`config.mk`:
```
export PLATFORM = sky130hd
export DESIGN_NAME = mask_op_arbiter_flat
export DESIGN_NICKNAME = d
export VERILOG_FILES = /design/src/rtl/mask_op_arbiter_if.sv /design/src/rtl/mask_op_arbiter.sv /design/src/flat_wrapper.sv
export SDC_FILE = /design/constraint.sdc
export NUM_CORES = 1
export LEC_CHECK = 0
export ABC_AREA = 1
export CORE_UTILIZATION = 45
export DETAILED_ROUTE_END_ITERATION = 10
export PLACE_DENSITY = 0.77
export REMOVE_ABC_BUFFERS = 1
export SLEW_MARGIN = 40
export SYNTH_ARGS = -nofsm -noshare
export SYNTH_HDL_FRONTEND = slang
export SYNTH_SLANG_ARGS = --single-unit
```
`constraint.sdc`:
```
create_clock -name clk -period 2.05 [get_ports clk]
set_clock_uncertainty 0.05 [all_clocks]
set_input_delay 0.3075 -clock clk [delete_from_list [all_inputs] [get_ports clk]]
set_output_delay 0.3075 -clock clk [all_outputs]
set_load 0.01 [all_outputs]
```
`src/rtl/mask_op_arbiter_if.sv`:
```
// rtl/mask_op_arbiter_if.sv - request/result bundle between requesters and the mask-op arbiter
interface mask_op_arbiter_if #(
    parameter int W    = 4,
    parameter int NREQ = 3
);
    logic [NREQ-1:0]   req;
    logic [NREQ-1:0]   order;
    logic [NREQ-1:0]   bnarrow;
    logic [NREQ*W-1:0] opa;
    logic [NREQ*W-1:0] opb;
    logic [NREQ-1:0]   gnt;
    logic              busy;
    logic              res_valid;
    logic [1:0]        res_id;
    logic [W-1:0]      res;
    logic              res_ready;

    modport master (
        output req, order, bnarrow, opa, opb, res_ready,
        input  gnt, busy, res_valid, res_id, res
    );

    modport slave (
        input  req, order, bnarrow, opa, opb, res_ready,
        output gnt, busy, res_valid, res_id, res
    );
endinterface

```
`src/rtl/mask_op_arbiter.sv`:
```
// rtl/mask_op_arbiter.sv - round-robin arbiter issuing one lane-order-aware AND per grant
module mask_op_arbiter #(
    parameter int W    = 4,
    parameter int NREQ = 3
) (
    input logic              clk,
    input logic              rst,
    mask_op_arbiter_if.slave bus
);
    localparam int IW = 2;

    typedef enum logic [1:0] {IDLE, EXEC, RESP} state_t;

    state_t          state;
    logic [IW-1:0]   ptr;
    logic [IW-1:0]   sel;
    logic            sel_ok;
    logic            cap_order;
    logic            cap_bn;
    logic [W-1:0]    cap_a;
    logic [W-1:0]    cap_b;
    logic [IW-1:0]   cap_id;
    logic [W-1:0]    a_n;
    logic [W-1:0]    b_n;
    logic [W-1:0]    r_n;
    logic [W-1:0]    res_next;
    logic [NREQ-1:0] gnt_q;
    logic            busy_q;
    logic            valid_q;
    logic [IW-1:0]   id_q;
    logic [W-1:0]    res_q;

    assign bus.gnt       = gnt_q;
    assign bus.busy      = busy_q;
    assign bus.res_valid = valid_q;
    assign bus.res_id    = id_q;
    assign bus.res       = res_q;

    function automatic logic [W-1:0] bit_rev(input logic [W-1:0] v);
        logic [W-1:0] r;
        for (int j = 0; j < W; j++) begin
            r[j] = v[W-1-j];
        end
        return r;
    endfunction

    // Round-robin search starting at ptr; first pending request wins.
    always_comb begin
        sel    = '0;
        sel_ok = 1'b0;
        for (int off = 0; off < NREQ; off++) begin
            if (!sel_ok && bus.req[(int'(ptr) + off) % NREQ]) begin
                sel    = IW'((int'(ptr) + off) % NREQ);
                sel_ok = 1'b1;
            end
        end
    end

    // The AND is done in the numeric (descending) domain, then mapped back to lane order.
    always_comb begin
        a_n = cap_order ? bit_rev(cap_a) : cap_a;
        b_n = cap_order ? bit_rev(cap_b) : cap_b;
        if (cap_bn) begin
            b_n[W-1:2] = '0;
        end
        r_n      = a_n & b_n;
        res_next = cap_order ? bit_rev(r_n) : r_n;
    end

    always_ff @(posedge clk) begin
        if (rst) begin
            state     <= IDLE;
            ptr       <= '0;
            gnt_q     <= '0;
            busy_q    <= 1'b0;
            valid_q   <= 1'b0;
            id_q      <= '0;
            res_q     <= '0;
            cap_order <= 1'b0;
            cap_bn    <= 1'b0;
            cap_a     <= '0;
            cap_b     <= '0;
            cap_id    <= '0;
        end else begin
            case (state)
                IDLE: begin
                    if (sel_ok) begin
                        cap_order <= bus.order[sel];
                        cap_bn    <= bus.bnarrow[sel];
                        cap_a     <= bus.opa[int'(sel)*W +: W];
                        cap_b     <= bus.opb[int'(sel)*W +: W];
                        cap_id    <= sel;
                        gnt_q     <= NREQ'(1) << sel;
                        busy_q    <= 1'b1;
                        ptr       <= IW'((int'(sel) + 1) % NREQ);
                        state     <= EXEC;
                    end
                end
                EXEC: begin
                    gnt_q   <= '0;
                    res_q   <= res_next;
                    id_q    <= cap_id;
                    valid_q <= 1'b1;
                    state   <= RESP;
                end
                RESP: begin
                    if (bus.res_ready) begin
                        valid_q <= 1'b0;
                        busy_q  <= 1'b0;
                        state   <= IDLE;
                    end
                end
                default: begin
                    gnt_q   <= '0;
                    valid_q <= 1'b0;
                    busy_q  <= 1'b0;
                    state   <= IDLE;
                end
            endcase
        end
    end
endmodule

```
`src/flat_wrapper.sv`:
```
// flat-port wrapper written by rule: the top's interface ports become plain ports
module mask_op_arbiter_flat 
#(
    parameter int W    = 4,
    parameter int NREQ = 3
)
  (clk, rst, bus_req, bus_order, bus_bnarrow, bus_opa, bus_opb, bus_res_ready, bus_gnt, bus_busy, bus_res_valid, bus_res_id, bus_res);
  mask_op_arbiter_if #(.W(W), .NREQ(NREQ)) bus_i ();
  input logic clk;
  input logic rst;
  input wire logic [$bits(bus_i.req)-1:0] bus_req;
  input wire logic [$bits(bus_i.order)-1:0] bus_order;
  input wire logic [$bits(bus_i.bnarrow)-1:0] bus_bnarrow;
  input wire logic [$bits(bus_i.opa)-1:0] bus_opa;
  input wire logic [$bits(bus_i.opb)-1:0] bus_opb;
  input wire logic [$bits(bus_i.res_ready)-1:0] bus_res_ready;
  output wire logic [$bits(bus_i.gnt)-1:0] bus_gnt;
  output wire logic [$bits(bus_i.busy)-1:0] bus_busy;
  output wire logic [$bits(bus_i.res_valid)-1:0] bus_res_valid;
  output wire logic [$bits(bus_i.res_id)-1:0] bus_res_id;
  output wire logic [$bits(bus_i.res)-1:0] bus_res;
  assign bus_i.req = bus_req;
  assign bus_i.order = bus_order;
  assign bus_i.bnarrow = bus_bnarrow;
  assign bus_i.opa = bus_opa;
  assign bus_i.opb = bus_opb;
  assign bus_i.res_ready = bus_res_ready;
  assign bus_gnt = bus_i.gnt;
  assign bus_busy = bus_i.busy;
  assign bus_res_valid = bus_i.res_valid;
  assign bus_res_id = bus_i.res_id;
  assign bus_res = bus_i.res;
  mask_op_arbiter #(.W(W), .NREQ(NREQ)) u_core (.clk(clk), .rst(rst), .bus(bus_i));
endmodule
```
; ---- Word level (Yosys, flattened, before mapping)
; Cells that the tools add are included.
[word_totals]
input_bits = 36
romBits = 0
output_inout_bits = 11
reg_bits = 27
latchBits = 0
wordCells = 76
mem_bits_rw = 0
mem_count = 0
[classes]
add_sub_neg = 3
n_eq_ne = 4
div_mod_pow = 4
n_bitwise = 4
n_shift = 3
multipliers = 0
n_reduce_logical = 10
order_cmp = 4
muxes = 32
[ops]
columns = cell, n
row1 = "32-bit by 4-bit < comparator with 1-bit output, second input constant", 3
row2 = "32-bit by 3-bit remainder unit with 32-bit output, second input constant", 3
row3 = "3-bit by 3-bit remainder unit with 32-bit output, second input constant", 1
row4 = 12-bit by 5-bit variable part select with 4-bit output, 2
row5 = 1-bit two-way mux, 13
row6 = 2-bit two-way mux, 6
row7 = 4-bit two-way mux, 3
row8 = 1-bit binary-select mux with 2-bit select, 5
row9 = 2-bit AND reduction, 4
row10 = "2-bit by 1-bit adder with 3-bit output, second input constant", 2
row11 = 1-bit one-hot mux with 3 select lines, 2
row12 = 2-bit one-hot mux with 3 select lines, 1
row13 = 3-bit one-hot mux with 2 select lines, 1
row14 = 4-bit bitwise AND, 1
row15 = "2-bit by 2-bit adder with 3-bit output, second input constant", 1
row16 = "2-bit by 3-bit < comparator with 1-bit output, second input constant", 1
row17 = 3-bit two-way mux, 1
row18 = 1-bit NOT, 3
row19 = 3-bit AND reduction, 1
row20 = "1-bit by 2-bit left shift with 3-bit output, first input constant", 1
row21 = "2-bit by 1-bit equality test with 1-bit output, second input constant", 1
row22 = "2-bit equality test, second input constant", 1
row23 = 1-bit logical AND, 2
row24 = 1-bit zero test, 2
row25 = other kinds (3), 3

; ---- Logic depth before layout (Yosys ltp)
[depth]
word_depth = 14
mapped_depth = 15

; ---- Worst setup path after synthesis
; OpenSTA, ideal clock, no wires.
[synth_path]
kind = reg-to-reg
start = register u_core.ptr[0]
end = register u_core.cap_b[3]
n_path_buf = 1
required_ns = 1.883
t_arrival_ns = 1.649
setup_time_ns = 0.117
synth_period_minus_slack_ns = 1.816
path_stages_with_launch = 14
setup_slack_ns = 0.234
path_cell_list = dfxtp_1 inv_1 ha_1 inv_2 nand3_1 nand2_2 nand3_4 nand2_2 nand2_4 buf_6 nand3_1 nand2_1 nor2_1 nor2_1
[synth_via]
elab_chain_cells = 12
word_cells_on_any_way = 26
classes_between = add/sub: 2 / div: 3 / shift: 1 / mux: 15 / reduce/logical: 5
[synth_lines]
columns = element, line_no
row1 = start: declaration, mask_op_arbiter.sv:15  ; logic [IW-1:0] ptr;
row2 = start signal: assignment, mask_op_arbiter.sv:95  ; ptr <= IW'((int'(sel) + 1) % NREQ);
row3 = "parallel branches: the longest is 12 deep, another holds 32-bit by 3-bit remainder unit with 32-bit output", -
row4 = end signal: assignment, mask_op_arbiter.sv:91  ; cap_b <= bus.opb[int'(sel)*W +: W];
row5 = end: declaration, mask_op_arbiter.sv:21  ; logic [W-1:0] cap_b;
; Several ways; the timed one is not identified. The select of a mux whose other input is x is not followed.
; A chain may end at the register's enable or synchronous reset.

; ---- Worst setup path after layout
[layout_path]
start = register u_core.ptr[0]
end = register u_core.cap_a[2]
[layout_via]
elab_chain_cells = 12
word_cells_on_any_way = 26
classes_between = add/sub: 2 / div: 3 / shift: 1 / mux: 15 / reduce/logical: 5
[layout_lines]
columns = element, line_no
row1 = "parallel branches: the longest is 12 deep, another holds 32-bit by 3-bit remainder unit with 32-bit output", -
row2 = end signal: assignment, mask_op_arbiter.sv:90  ; cap_a <= bus.opa[int'(sel)*W +: W];
row3 = end: declaration, mask_op_arbiter.sv:20  ; logic [W-1:0] cap_a;
; Several ways; the timed one is not identified. The select of a mux whose other input is x is not followed.

==> run metrics <==
status finished, final reports clean; capturing element type of the critical path flip-flop; DR iter-0 viols 59; DP HPWL ~2700 µm; CP Max Fanout 5; die height 61 µm; mapped cell area 1570 µm²; first-pass GRT wire length 5570 µm; detail-routed net length per standard cell 12.0 µm; Netlist cell types 24; Min-Delay Path Depth 2; Hold Startpoint u_core.bus.res[0]$_SDFFE_PP0P_; sw frac 48.9%; Pwr Total 0.00359 W; max_cap viols 0; Max clock buf depth 2; Hold EP u_core.bus.res[0]$_SDFFE_PP0P_; Final period util 97.6%; Final Setup Violations 0; Mean Syn Cell Area 6.84 µm²; internal power 0.00184 W; largest area contributor in the netlist dfxtp_1; FF-to-FF path depth 12; Worst VDD drop 0.751 mV; Reg2Reg Launch Point u_core.ptr[0]$_SDFFE_PP0P_; layout cell share with drive strength beyond 1 a little under a fifth; clock network fraction of total power under 10%; P per Cell Area 1590 nW/µm²; CP arrival 2230 ps; number of H-tree levels 1; GP Congestion 0.889; total congestion overflow 0; clock latency at the later pin of the worst-skew pair 330 ps; initial antenna violation count 0; top cells by area, synth dfxtp_1 35%, nand2_1 13%, nand3_1 9.6%, nor2_1 6.7%, buf_6 5.0%; R2R Path End u_core.cap_a[2]$_SDFFE_PP0P_; via count around 1700; crit path kind flip-flop to flip-flop; # rows 21; Final min period 2000 ps; clock sink count 27; hold violation count in the final report 0; quantity of I/O buffers inserted on ports 46; io pins 47; clock slew at reported path FFs around 160 ps; nets between 300 and 400; TritonCTS buffer count 3; DIE AREA 3720 µm²; sequential-to-total area share from yosys stat 34.5%; measured slew at the worst slew-check pin 431 ps; drt total wl 4000 µm; Fillers 288; Multi-input gate area a little under 1000 µm²; DRT Pass-1 Iters 4; gr usage total between 20% and 30%; Reg area 546 µm²; synth warn 0; Core ar. 3340 µm²; Yosys reg bits 27; max-slew violation count 0; root buf cell clkbuf_4; Worst Path Required 2280 ps; Die Wd around 61 µm; Layout area overhead 44.6%; Detail Route Antenna Nets 0; Comb pwr share 70.8%; CTS tree built; Max Freq 500 MHz; startpoint types flip-flop; Via density 5.06; pin count of the biggest net entering global routing 23; vias in the first global route about 1300; Min-Delay Path Class flip-flop to flip-flop; Sw Pwr 0.00176 W; diodes inserted 0; Worst slew margin a little under three quarters; top cell type's share of synthesized area 34.5%; Starting Density approximately 47%; DRC 0; Flop pwr share 22.4%; Synth Instances approximately 230; reg2reg setup slack between 40 and 50 ps; final setup TNS 0 ps; Leak 0.982 nW
[power by group through the flow]
stage                     registers [W]  logic (W)  clock network (W)
after floorplan                0.000823    0.00139                  0
after global placement         0.000808    0.00209                  0
after detailed placement       0.000812    0.00212                  0
after CTS                      0.000800    0.00214           0.000245
after global routing           0.000831    0.00279           0.000264
final                          0.000806    0.00254           0.000245
[repair_timing]
| action | in CTS | in global routing |
|---|---|---|
| hold buffers | 0 | 0 |
| setup endpoints to repair | 10 | 14 |
| setup buffers | 0 | 5 |
| gates resized for setup | 1 | 20 |
| cloned | 0 | 3 |
| pin swaps | 0 | 6 |
| endpoints found under the hold margin | 0 | 0 |
[cells in the final DEF, fill, tap and decap left out, types with 2 or more instances in the layout]
master and count:
a21oi_1 12, buf_4 10, buf_6 2, clkbuf_4 3, clkdlybuf4s50_1 46, dfxtp_1 25, ha_1 2, ha_4 2
inv_1 15, inv_2 5, nand2_1 55, nand2_2 7, nand2_4 7, nand2_8 2, nand3_1 28, nand3_2 3
nand4_1 6, nor2_1 27, o21ai_0 13, o21ai_1 3, o21ai_2 2
[worst max-delay path by stage]
stage                                     startpoint                              to  slack [ps]
after floorplan           u_core.ptr[0]$_SDFFE_PP0P_  u_core.bus.gnt[1]$_SDFFE_PP0P_         190
after global placement                    bus_req[2]    u_core.cap_a[0]$_SDFFE_PP0P_         -60
after detailed placement                  bus_req[2]    u_core.cap_a[0]$_SDFFE_PP0P_        -150
after CTS                 u_core.ptr[0]$_SDFFE_PP0P_   u_core.cap_order$_SDFFE_PP0P_          20
after global routing      u_core.ptr[0]$_SDFFE_PP0P_    u_core.cap_b[1]$_SDFFE_PP0P_         -30
final                     u_core.ptr[0]$_SDFFE_PP0P_    u_core.cap_a[2]$_SDFFE_PP0P_          50
[stage by stage]
stage                     hold slack (ps)  setup WS (ps)  cells  cell area (µm²)  util [%]
after global placement                401          -60.7    320             2070      62.0
after CTS                             427           18.7    324             2100      63.1
after floorplan                       327            189    220             1480         -
after detailed placement              407           -145    320             2070      62.0
after global routing                  447          -28.3    332             2270      67.9
final                                 424           49.4    332             2270      67.9
[routing by layer]
| metal | GRT usage [%] | up-vias | part of all wire (%) |
|---|---|---|---|
| li1 | - | 864 | - |
| met1 | 22.3 | 768 | 43 |
| met2 | 39.4 | 41 | 52 |
| met3 | 3.41 | 8 | 3.2 |
| met4 | 5.52 | 0 | 1.5 |
| met5 | 0 | - | 0 |
[layout make-up]
cell class	count	share of cell area, %
clock buffers	3	0.994
clock inverters	1	0.331
inverters	20	3.31
multi-input cells	176	43.2
flip-flops and latches	27	24.1
well taps	46	2.54
repair buffers	59	25.5
[kinds of logic (layout without fill, tap and decap cells)]
logic type | count (synthesis) | in the layout | synth area share (%)
buffers and inverters | 29 | 83 | 10.4
DFF | 27 | 27 | 34.5
and+or+nand+nor | 137 | 140 | 40.9
adders and majority gates | 4 | 4 | 3.20
AOI/OAI and AO/OA | 32 | 32 | 11.0
[registers in the layout, summed over array words and instances (netlist names), 2 cells and up]
signal	count
u_core.cap_a	4
u_core.bus.gnt	3
u_core.cap_id	2
u_core.ptr	2
u_core.bus.res	4
u_core.state	2
u_core.cap_b	4
u_core.bus.res_id	2
[Yosys cell counts, drive strengths merged]
| master | number |
|---|---|
| or2 | 1 |
| dfxtp | 27 |
| nor2 | 29 |
| ha | 4 |
| inv | 20 |
| nand4 | 7 |
| clkbuf | 1 |
| nand2 | 68 |
| a21oi | 12 |
| o21bai | 1 |
| buf | 8 |
| o21ai | 18 |
| nand3 | 32 |
| a211oi | 1 |
[critical path, cell delays in order (launching register included)]
cell and delay [ps]:
dfxtp_2 350, inv_1 100, ha_4 230, inv_2 80
nand3_1 160, nand2_4 130, nand4_1 250, buf_6 250
nand2_4 100, nand3_1 70, nand2_1 60, nor2_1 40
nor2_1 70
Power figures use the tool's default switching activity.
